===== config.mk =====
export PLATFORM = sky130hd
export DESIGN_NAME = uart_core
export DESIGN_NICKNAME = d
export VERILOG_FILES = /design/src/rtl/uart_core.sv
export SDC_FILE = /design/constraint.sdc
export NUM_CORES = 1
export LEC_CHECK = 0
export CAP_MARGIN = 10
export CORE_UTILIZATION = 35
export CTS_BUF_LIST = sky130_fd_sc_hd__clkbuf_16
export CTS_CLUSTER_DIAMETER = 50
export DETAILED_ROUTE_END_ITERATION = 8
export GPL_TIMING_DRIVEN = 0
export PLACE_DENSITY = 0.56
export SLEW_MARGIN = 10
export SYNTH_ARGS = -nofsm -noshare
export SYNTH_HDL_FRONTEND = slang
export SYNTH_SLANG_ARGS = --single-unit

===== constraint.sdc =====
create_clock -name clk -period 1.6 [get_ports clk]
set_input_delay 0.24 -clock clk [delete_from_list [all_inputs] [get_ports clk]]
set_output_delay 0.24 -clock clk [all_outputs]
set_load 0.005 [all_outputs]

===== src/rtl/uart_core.sv =====
// Full-duplex 8N1 UART with an exported bit clock (sck) that paces the transmitter.
// The receiver runs its own mid-bit sampling divider off a synchronised sin.
module uart_core #(
  parameter int BAUD_DIV = 16
) (
  input  logic       clk,
  input  logic       rst_n,
  input  logic       sin,
  output logic       sout,
  input  logic       tx_data_valid,
  input  logic [7:0] tx_data,
  output logic       rx_data_valid,
  output logic [7:0] rx_data,
  output logic       tx_busy,
  output logic       rx_busy,
  output logic       rx_error,
  output logic       sck,
  output logic       sck_rising_edge
);
  localparam int HALF = BAUD_DIV / 2;
  localparam int CW   = $clog2(BAUD_DIV + 1);

  localparam logic [2:0] TX_IDLE  = 3'd0;
  localparam logic [2:0] TX_LOAD  = 3'd1;
  localparam logic [2:0] TX_START = 3'd2;
  localparam logic [2:0] TX_DATA  = 3'd3;
  localparam logic [2:0] TX_STOP  = 3'd4;

  localparam logic [2:0] RX_IDLE  = 3'd0;
  localparam logic [2:0] RX_START = 3'd1;
  localparam logic [2:0] RX_DATA  = 3'd2;
  localparam logic [2:0] RX_STOP  = 3'd3;
  localparam logic [2:0] RX_WAIT  = 3'd4;

  logic [CW-1:0] sck_cnt_q;
  logic          sck_q, sck_rise_q;
  logic          sck_tick, sck_rise_now;

  logic [2:0]    tx_state_q, tx_state_d;
  logic [7:0]    tx_shift_q, tx_shift_d;
  logic [2:0]    tx_bit_q, tx_bit_d;
  logic          sout_q, sout_d;

  logic          sin_s1_q, sin_sync_q;
  logic [2:0]    rx_state_q, rx_state_d;
  logic [CW-1:0] rx_cnt_q, rx_cnt_d;
  logic [2:0]    rx_bit_q, rx_bit_d;
  logic [7:0]    rx_shift_q, rx_shift_d;
  logic [7:0]    rx_data_q, rx_data_d;
  logic          rx_valid_q, rx_valid_d;
  logic          rx_error_q, rx_error_d;

  // sck_rise_now is the edge at which sck goes high; TX bit changes land on it too.
  assign sck_tick     = (sck_cnt_q == CW'(HALF - 1));
  assign sck_rise_now = sck_tick & ~sck_q;

  always_ff @(posedge clk or posedge rst_n) begin
    if (rst_n) begin
      sck_cnt_q  <= '0;
      sck_q      <= 1'b0;
      sck_rise_q <= 1'b0;
    end else begin
      sck_cnt_q  <= sck_tick ? '0 : sck_cnt_q + CW'(1);
      sck_q      <= sck_tick ? ~sck_q : sck_q;
      sck_rise_q <= sck_rise_now;
    end
  end

  always_comb begin
    tx_state_d = tx_state_q;
    tx_shift_d = tx_shift_q;
    tx_bit_d   = tx_bit_q;
    sout_d     = sout_q;
    case (tx_state_q)
      TX_IDLE: if (tx_data_valid) begin
        tx_shift_d = tx_data;
        tx_state_d = TX_LOAD;
      end
      TX_LOAD: if (sck_rise_now) begin
        sout_d     = 1'b0;
        tx_state_d = TX_START;
      end
      TX_START: if (sck_rise_now) begin
        sout_d     = tx_shift_q[0];
        tx_shift_d = {1'b0, tx_shift_q[7:1]};
        tx_bit_d   = 3'd0;
        tx_state_d = TX_DATA;
      end
      TX_DATA: if (sck_rise_now) begin
        if (tx_bit_q == 3'd7) begin
          sout_d     = 1'b1;
          tx_state_d = TX_STOP;
        end else begin
          sout_d     = tx_shift_q[0];
          tx_shift_d = {1'b0, tx_shift_q[7:1]};
          tx_bit_d   = tx_bit_q + 3'd1;
        end
      end
      TX_STOP: if (sck_rise_now) tx_state_d = TX_IDLE;
      default: begin
        tx_state_d = TX_IDLE;
        sout_d     = 1'b1;
      end
    endcase
  end

  always_ff @(posedge clk or posedge rst_n) begin
    if (rst_n) begin
      tx_state_q <= TX_IDLE;
      tx_shift_q <= 8'h00;
      tx_bit_q   <= 3'd0;
      sout_q     <= 1'b1;
    end else begin
      tx_state_q <= tx_state_d;
      tx_shift_q <= tx_shift_d;
      tx_bit_q   <= tx_bit_d;
      sout_q     <= sout_d;
    end
  end

  // Start is re-checked half a bit in; data and stop are then sampled a full bit apart.
  always_comb begin
    rx_state_d = rx_state_q;
    rx_cnt_d   = rx_cnt_q;
    rx_bit_d   = rx_bit_q;
    rx_shift_d = rx_shift_q;
    rx_data_d  = rx_data_q;
    rx_valid_d = 1'b0;
    rx_error_d = 1'b0;
    case (rx_state_q)
      RX_IDLE: if (!sin_sync_q) begin
        rx_state_d = RX_START;
        rx_cnt_d   = '0;
      end
      RX_START: begin
        if (rx_cnt_q == CW'(HALF - 1)) begin
          rx_cnt_d   = '0;
          rx_bit_d   = 3'd0;
          rx_state_d = sin_sync_q ? RX_IDLE : RX_DATA;
        end else begin
          rx_cnt_d = rx_cnt_q + CW'(1);
        end
      end
      RX_DATA: begin
        if (rx_cnt_q == CW'(BAUD_DIV - 1)) begin
          rx_cnt_d   = '0;
          rx_shift_d = {sin_sync_q, rx_shift_q[7:1]};
          rx_bit_d   = rx_bit_q + 3'd1;
          if (rx_bit_q == 3'd7) rx_state_d = RX_STOP;
        end else begin
          rx_cnt_d = rx_cnt_q + CW'(1);
        end
      end
      RX_STOP: begin
        if (rx_cnt_q == CW'(BAUD_DIV - 1)) begin
          rx_cnt_d = '0;
          if (sin_sync_q) begin
            rx_data_d  = rx_shift_q;
            rx_valid_d = 1'b1;
            rx_state_d = RX_IDLE;
          end else begin
            rx_error_d = 1'b1;
            rx_state_d = RX_WAIT;
          end
        end else begin
          rx_cnt_d = rx_cnt_q + CW'(1);
        end
      end
      RX_WAIT: if (sin_sync_q) rx_state_d = RX_IDLE;
      default: rx_state_d = RX_IDLE;
    endcase
  end

  always_ff @(posedge clk or posedge rst_n) begin
    if (rst_n) begin
      sin_s1_q   <= 1'b1;
      sin_sync_q <= 1'b1;
      rx_state_q <= RX_IDLE;
      rx_cnt_q   <= '0;
      rx_bit_q   <= 3'd0;
      rx_shift_q <= 8'h00;
      rx_data_q  <= 8'h00;
      rx_valid_q <= 1'b0;
      rx_error_q <= 1'b0;
    end else begin
      sin_s1_q   <= sin;
      sin_sync_q <= sin_s1_q;
      rx_state_q <= rx_state_d;
      rx_cnt_q   <= rx_cnt_d;
      rx_bit_q   <= rx_bit_d;
      rx_shift_q <= rx_shift_d;
      rx_data_q  <= rx_data_d;
      rx_valid_q <= rx_valid_d;
      rx_error_q <= rx_error_d;
    end
  end

  assign sout            = sout_q;
  assign sck             = sck_q;
  assign sck_rising_edge = sck_rise_q;
  assign tx_busy         = (tx_state_q != TX_IDLE);
  assign rx_busy         = (rx_state_q != RX_IDLE);
  assign rx_data         = rx_data_q;
  assign rx_data_valid   = rx_valid_q;
  assign rx_error        = rx_error_q;
endmodule


# Yosys cells after proc, flatten, opt, wreduce, memory -nomap -nowiden
# Cells that the tools add are included.
# word_totals
ff_bits	53
latch_bits	0
ramBits	0
romBits	0
input_bits	12
output_inout_bits	15
wordCells	111
n_memories	0
# classes
addsub	4
n_mul	0
div	0
magnitude_cmp	0
n_eq_ne	26
n_shift	0
n_mux	43
bitwise	3
reduce_logical	19
# op_table
operator	n
$mux 3	17
$mux 8	4
$pmux 3 s5	2
$ne 2x2->1 const B	13
$pmux 8 s3	1
$mux 5	4
$pmux 5 s3	1
$eq 3x2->1 const B	4
$eq 3x3->1 const B	4
$pmux 3 s2	2
$reduce_and 6->1	2
$reduce_bool 3->1	4
$add 5x1->5 const B	2
$eq 5x3->1 const B	2
$mux 1	10
$reduce_and 4->1	2
$add 3x1->3 const B	2
$eq 3x1->1 const B	2
$logic_not 3->1	2
$reduce_and 3->1	2
$eq 5x4->1 const B	1
$reduce_and 5->1	1
$pmux 1 s4	1
$reduce_and 2->1	2
5 further kinds	8

# Depth between registers and ports, before layout
# logic_depth
word_depth	4
ltp_mapped	7
ltp_nobuf	6

# Worst setup path before layout
# Ideal clock, no wire load.
# synth_timing
path_type	register to register
start	reg tx_bit_q[0]
end	reg tx_shift_q[1]
setup_ns	0.125
arrival_time_ns	1.595
required_time_ns	1.475
setup_slack_ns	-0.119
stages_incl_launch_ff	7
path_buffers	0
period_less_slack_ns	1.719
cell_sequence	dfrtp_1 ha_1 ha_1 nand2_1 a32oi_2 nor2_4 mux2_2
# synth_via
elab_chain_len	3
# synth_lines
item	line_no	source
from (decl)	41	logic [2:0] tx_bit_q, tx_bit_d;
from (signal assigned)	116	tx_bit_q <= tx_bit_d;
$eq 3x3->1	90	if (tx_bit_q == 3'd7) begin
$ne 2x2->1 (no source line)	n/a	
$reduce_and 5->1 (no source line)	n/a	
to (signal assigned)	115	tx_shift_q <= tx_shift_d;
to (decl)	40	logic [7:0] tx_shift_q, tx_shift_d;
# No other way between the ends.
# A chain may end at the register's enable or synchronous reset.

# Final worst setup path
# layout_timing
start	reg tx_bit_q[1]
end	reg tx_shift_q[6]
# Same word-level chain as after synthesis.

==> impl_metrics.tcl <==
set metrics [dict create \
    synthToLayoutAreaGrowth_pct 44.7 \
    post_synth_inst_count 206 \
    synth-async-reset-ratio 1.00 \
    timing.rr.start "tx_bit_q[1]" \
    number_of_global_route_vias_before_repair 1662 \
    synthMostInstantiatedCell "sky130_fd_sc_hd__dfrtp_1" \
    synth-seq-area-share 0.537 \
    clock-root-buffer "sky130_fd_sc_hd__clkbuf_16" \
    met2_usage 0.219 \
    avg_cell_area_syn_um2 12.0 \
    worstMarginPinSlew_ns 0.405 \
    grt_most_used_layer "met2" \
    whs_ns 0.258 \
    post_layout_nonfiller_instances 370 \
    postLayoutCoreUtil 0.527 \
    gr-usage-met1 0.189 \
    die_height_um 86.1 \
    tritoncts "built" \
    grt.overflow.total 0 \
    1st_pass_router_iterations 4 \
    drive_above_1_share 0.423 \
    fin_crit_ns 1.71 \
    combined_area_of_all_synthesized_cells_um2 2470 \
    postLayoutCellArea_um2 3580 \
    grt_antenna_before_repair 0 \
    number_of_enable_type_register_cells_in_the_synthesized_netlist 0 \
    clock_tree.buffer_depth 2 \
    floorplan.initialDensity 0.364 \
    maximum_number_of_pins_on_one_net_before_global_route_repair 37 \
    maximum_capacitance_violations 0 \
    post_synth_main_area_contributors "sky130_fd_sc_hd__dfrtp_1, sky130_fd_sc_hd__mux2_2, sky130_fd_sc_hd__ha_1" \
    number_of_top_level_pins 27 \
    std_cell_rows 30 \
    cpLargestDelayFamily "flip-flops" \
    post-route-period-util 1.07 \
    clock.fmax_mhz 586 \
    pwr_density_cell_nw_per_um2 924 \
    vias 1773 \
    violated_checks "setup timing" \
    cts.htree.levels 2 \
    placement.io_buffers 26 \
    reg2reg_to "tx_shift_q[6]" \
    num_antenna_cells 0 \
    critical_path_peak_fanout 4 \
    fin_ws_ns -0.107 \
    setup_viol 8 \
    worstPathArrival_ns 1.89 \
    critPathRequiredTime_ns 1.78 \
    hp-class "in -> async" \
    detailed_route_drc_error_count 0 \
    fin_nets 292 \
    fp.coreArea_um2 6790 \
    die_x_um 86.1 \
    synth.yosys.warnings 0 \
    global_route.usage.total 0.140 \
    critPathSlowestCell "sky130_fd_sc_hd__dfrtp_1" \
    number_of_cell_instances_on_the_worst_register_to_register_path 7 \
    syn-num-nets 225 \
    max_stage_delay_ns 0.40 \
    number_of_instances_in_the_placed_design 329 \
    hpwlAfterDp_mm 2.95 \
    route.detailed.wl_per_inst_um 13.6 \
    synth.largest_area_cell "sky130_fd_sc_hd__dfrtp_1" \
    critical_path.cell_chain "ha_2 -> ha_4 -> nand2_4 -> a32oi_4 -> nor2_4 -> buf_6 -> mux2_4" \
    critPathLaunchType "flip-flop" \
    synth_top_flop_cell "sky130_fd_sc_hd__dfrtp_1" \
    gpl.final_weighted_congestion 0.818 \
    total_leakage_power_uw 0.00162 \
    timing_worst_setup_path_type "reg -> reg" \
    post_detailed_route_count_of_antenna_violating_nets 0 \
    cts.sinks 53 \
    place_area_um2 2920 \
    path_buf_inv 1 \
    post-place-ws_ns -0.276 \
    max_slew_margin 0.730 \
    worst_skew_pair.late_latency_ns 0.29 \
    final.setup_skew_ns 0.00905 \
    postCtsHoldBufs 0 \
    worstSetupEndpointType "flip-flop" \
    die_area_um2 7410 \
    postRouteWirelength_mm 5.02 \
    rsz0062_at_grt "true" \
    drt-vias-per-instance 4.79 \
    grt_first_pass_wirelength_mm 8.09 \
    dr.first_iter.drc_count 69 \
    timing.reg2reg.setup_slack_ns -0.11 \
    yosys.area.top_type_share 0.506 \
    synth_common_cells "sky130_fd_sc_hd__dfrtp_1, sky130_fd_sc_hd__mux2_2, sky130_fd_sc_hd__nand2_1" \
    clk_slew_on_worst_s_h_paths_ns 0.07 \
    hold_viol_final 0 \
    status "finished, violations left" \
    max-vdd-ir-drop_mv 0.511 \
    count_of_unique_library_cells_instantiated_by_yosys 45 \
    global_route_track_usage_on_met3 0.0289 \
    yosys_register_bits 53 \
    cts-buffers-inserted 5 \
    slew_violations 0 \
]
## registers in the layout (all words and copies together) (netlist names), 3 cells and up
name and cells:
rx_data 8, rx_shift_q 8, tx_shift_q 8, rx_cnt_q 5
sck_cnt_q 5, rx_bit_q 3, rx_state_q 3, tx_bit_q 3
tx_state_q 3
## layout make-up
cell class,count,area (µm²)
buffer,6,73.8
clock buffer,5,125
clock inverter,3,17.5
fill,594,3210
inverter,8,30.0
multi-input combinational,136,1280
sequential,53,1330
tap,96,120
timing repair buffer,63,603
## layer usage
| metal | share of wire | vias to the layer above |
|---|---|---|
| li1 | - | 868 |
| met1 | 0.47 | 868 |
| met2 | 0.48 | 30 |
| met3 | 0.027 | 7 |
| met4 | 0.016 | 0 |
| met5 | 0 | - |
## placed cells by master, fill, tap and decap left out, types with 3 or more instances in the layout
master                            Yosys  layout
sky130_fd_sc_hd__dfrtp_2              0       3
sky130_fd_sc_hd__nand3_1             12      10
sky130_fd_sc_hd__inv_1                8       6
sky130_fd_sc_hd__mux2_4               0      15
sky130_fd_sc_hd__o21ai_0              4       3
sky130_fd_sc_hd__a21oi_1              7       6
sky130_fd_sc_hd__nand2_1             17      14
sky130_fd_sc_hd__mux2_2              31      16
sky130_fd_sc_hd__mux2i_1              5       5
sky130_fd_sc_hd__buf_4                1      26
sky130_fd_sc_hd__dfrtp_1             50      47
sky130_fd_sc_hd__clkdlybuf4s50_1      0      24
sky130_fd_sc_hd__buf_6                1      10
sky130_fd_sc_hd__nor2_1              10      10
sky130_fd_sc_hd__dfstp_2              3       3
sky130_fd_sc_hd__ha_1                 7       3
sky130_fd_sc_hd__nand3b_1             3       3
sky130_fd_sc_hd__clkbuf_16            0       5
## power breakdown
part	leakage (µW)	switching, µW	total [µW]	internal, µW
Clock	0.0000712	487	1060	575
Sequential	0.000698	108	1530	1420
Combinational	0.000851	318	715	397
Total	0.00162	912	3310	2400
## worst max-delay path by stage
stage | startpoint | end | depth (start not counted)
2_1_floorplan | sck_cnt_q[0] | tx_shift_q[1] | 6
3_3_place_gp | rst_n | rx_shift_q[1] | 2
3_5_place_dp | tx_state_q[1] | tx_busy | 4
4_1_cts | sck_cnt_q[0] | tx_shift_q[6] | 7
5_1_grt | tx_bit_q[1] | tx_shift_q[3] | 7
6_report | tx_bit_q[1] | tx_shift_q[6] | 7
## cell families after synthesis
group / after synthesis / synth area share
buf+inv: 18 / 0.0334
mux: 36 / 0.161
fa+ha+maj: 7 / 0.0354
simple gates: 62 / 0.144
compound gates: 26 / 0.0743
flops: 53 / 0.537
xor+xnor: 4 / 0.0142
## repair_timing
action                                  in CTS  in global routing
pin swaps                                   11                 14
resized for setup                           47                 25
setup buffers                               25                 10
gates cloned                                 1                  1
endpoints found under the setup margin      28                 33
## through the flow
| step | setup TNS, ns | power (µW) |
|---|---|---|
| floorplan | -0.337 | 1870 |
| CTS | -0.903 | 3300 |
| global placement | -57.59 | 2010 |
| detailed placement | -2.71 | 2020 |
| global route | -1.47 | 3460 |
| finish | -0.629 | 3310 |
Note: power is estimated with default switching activity, not from simulation.
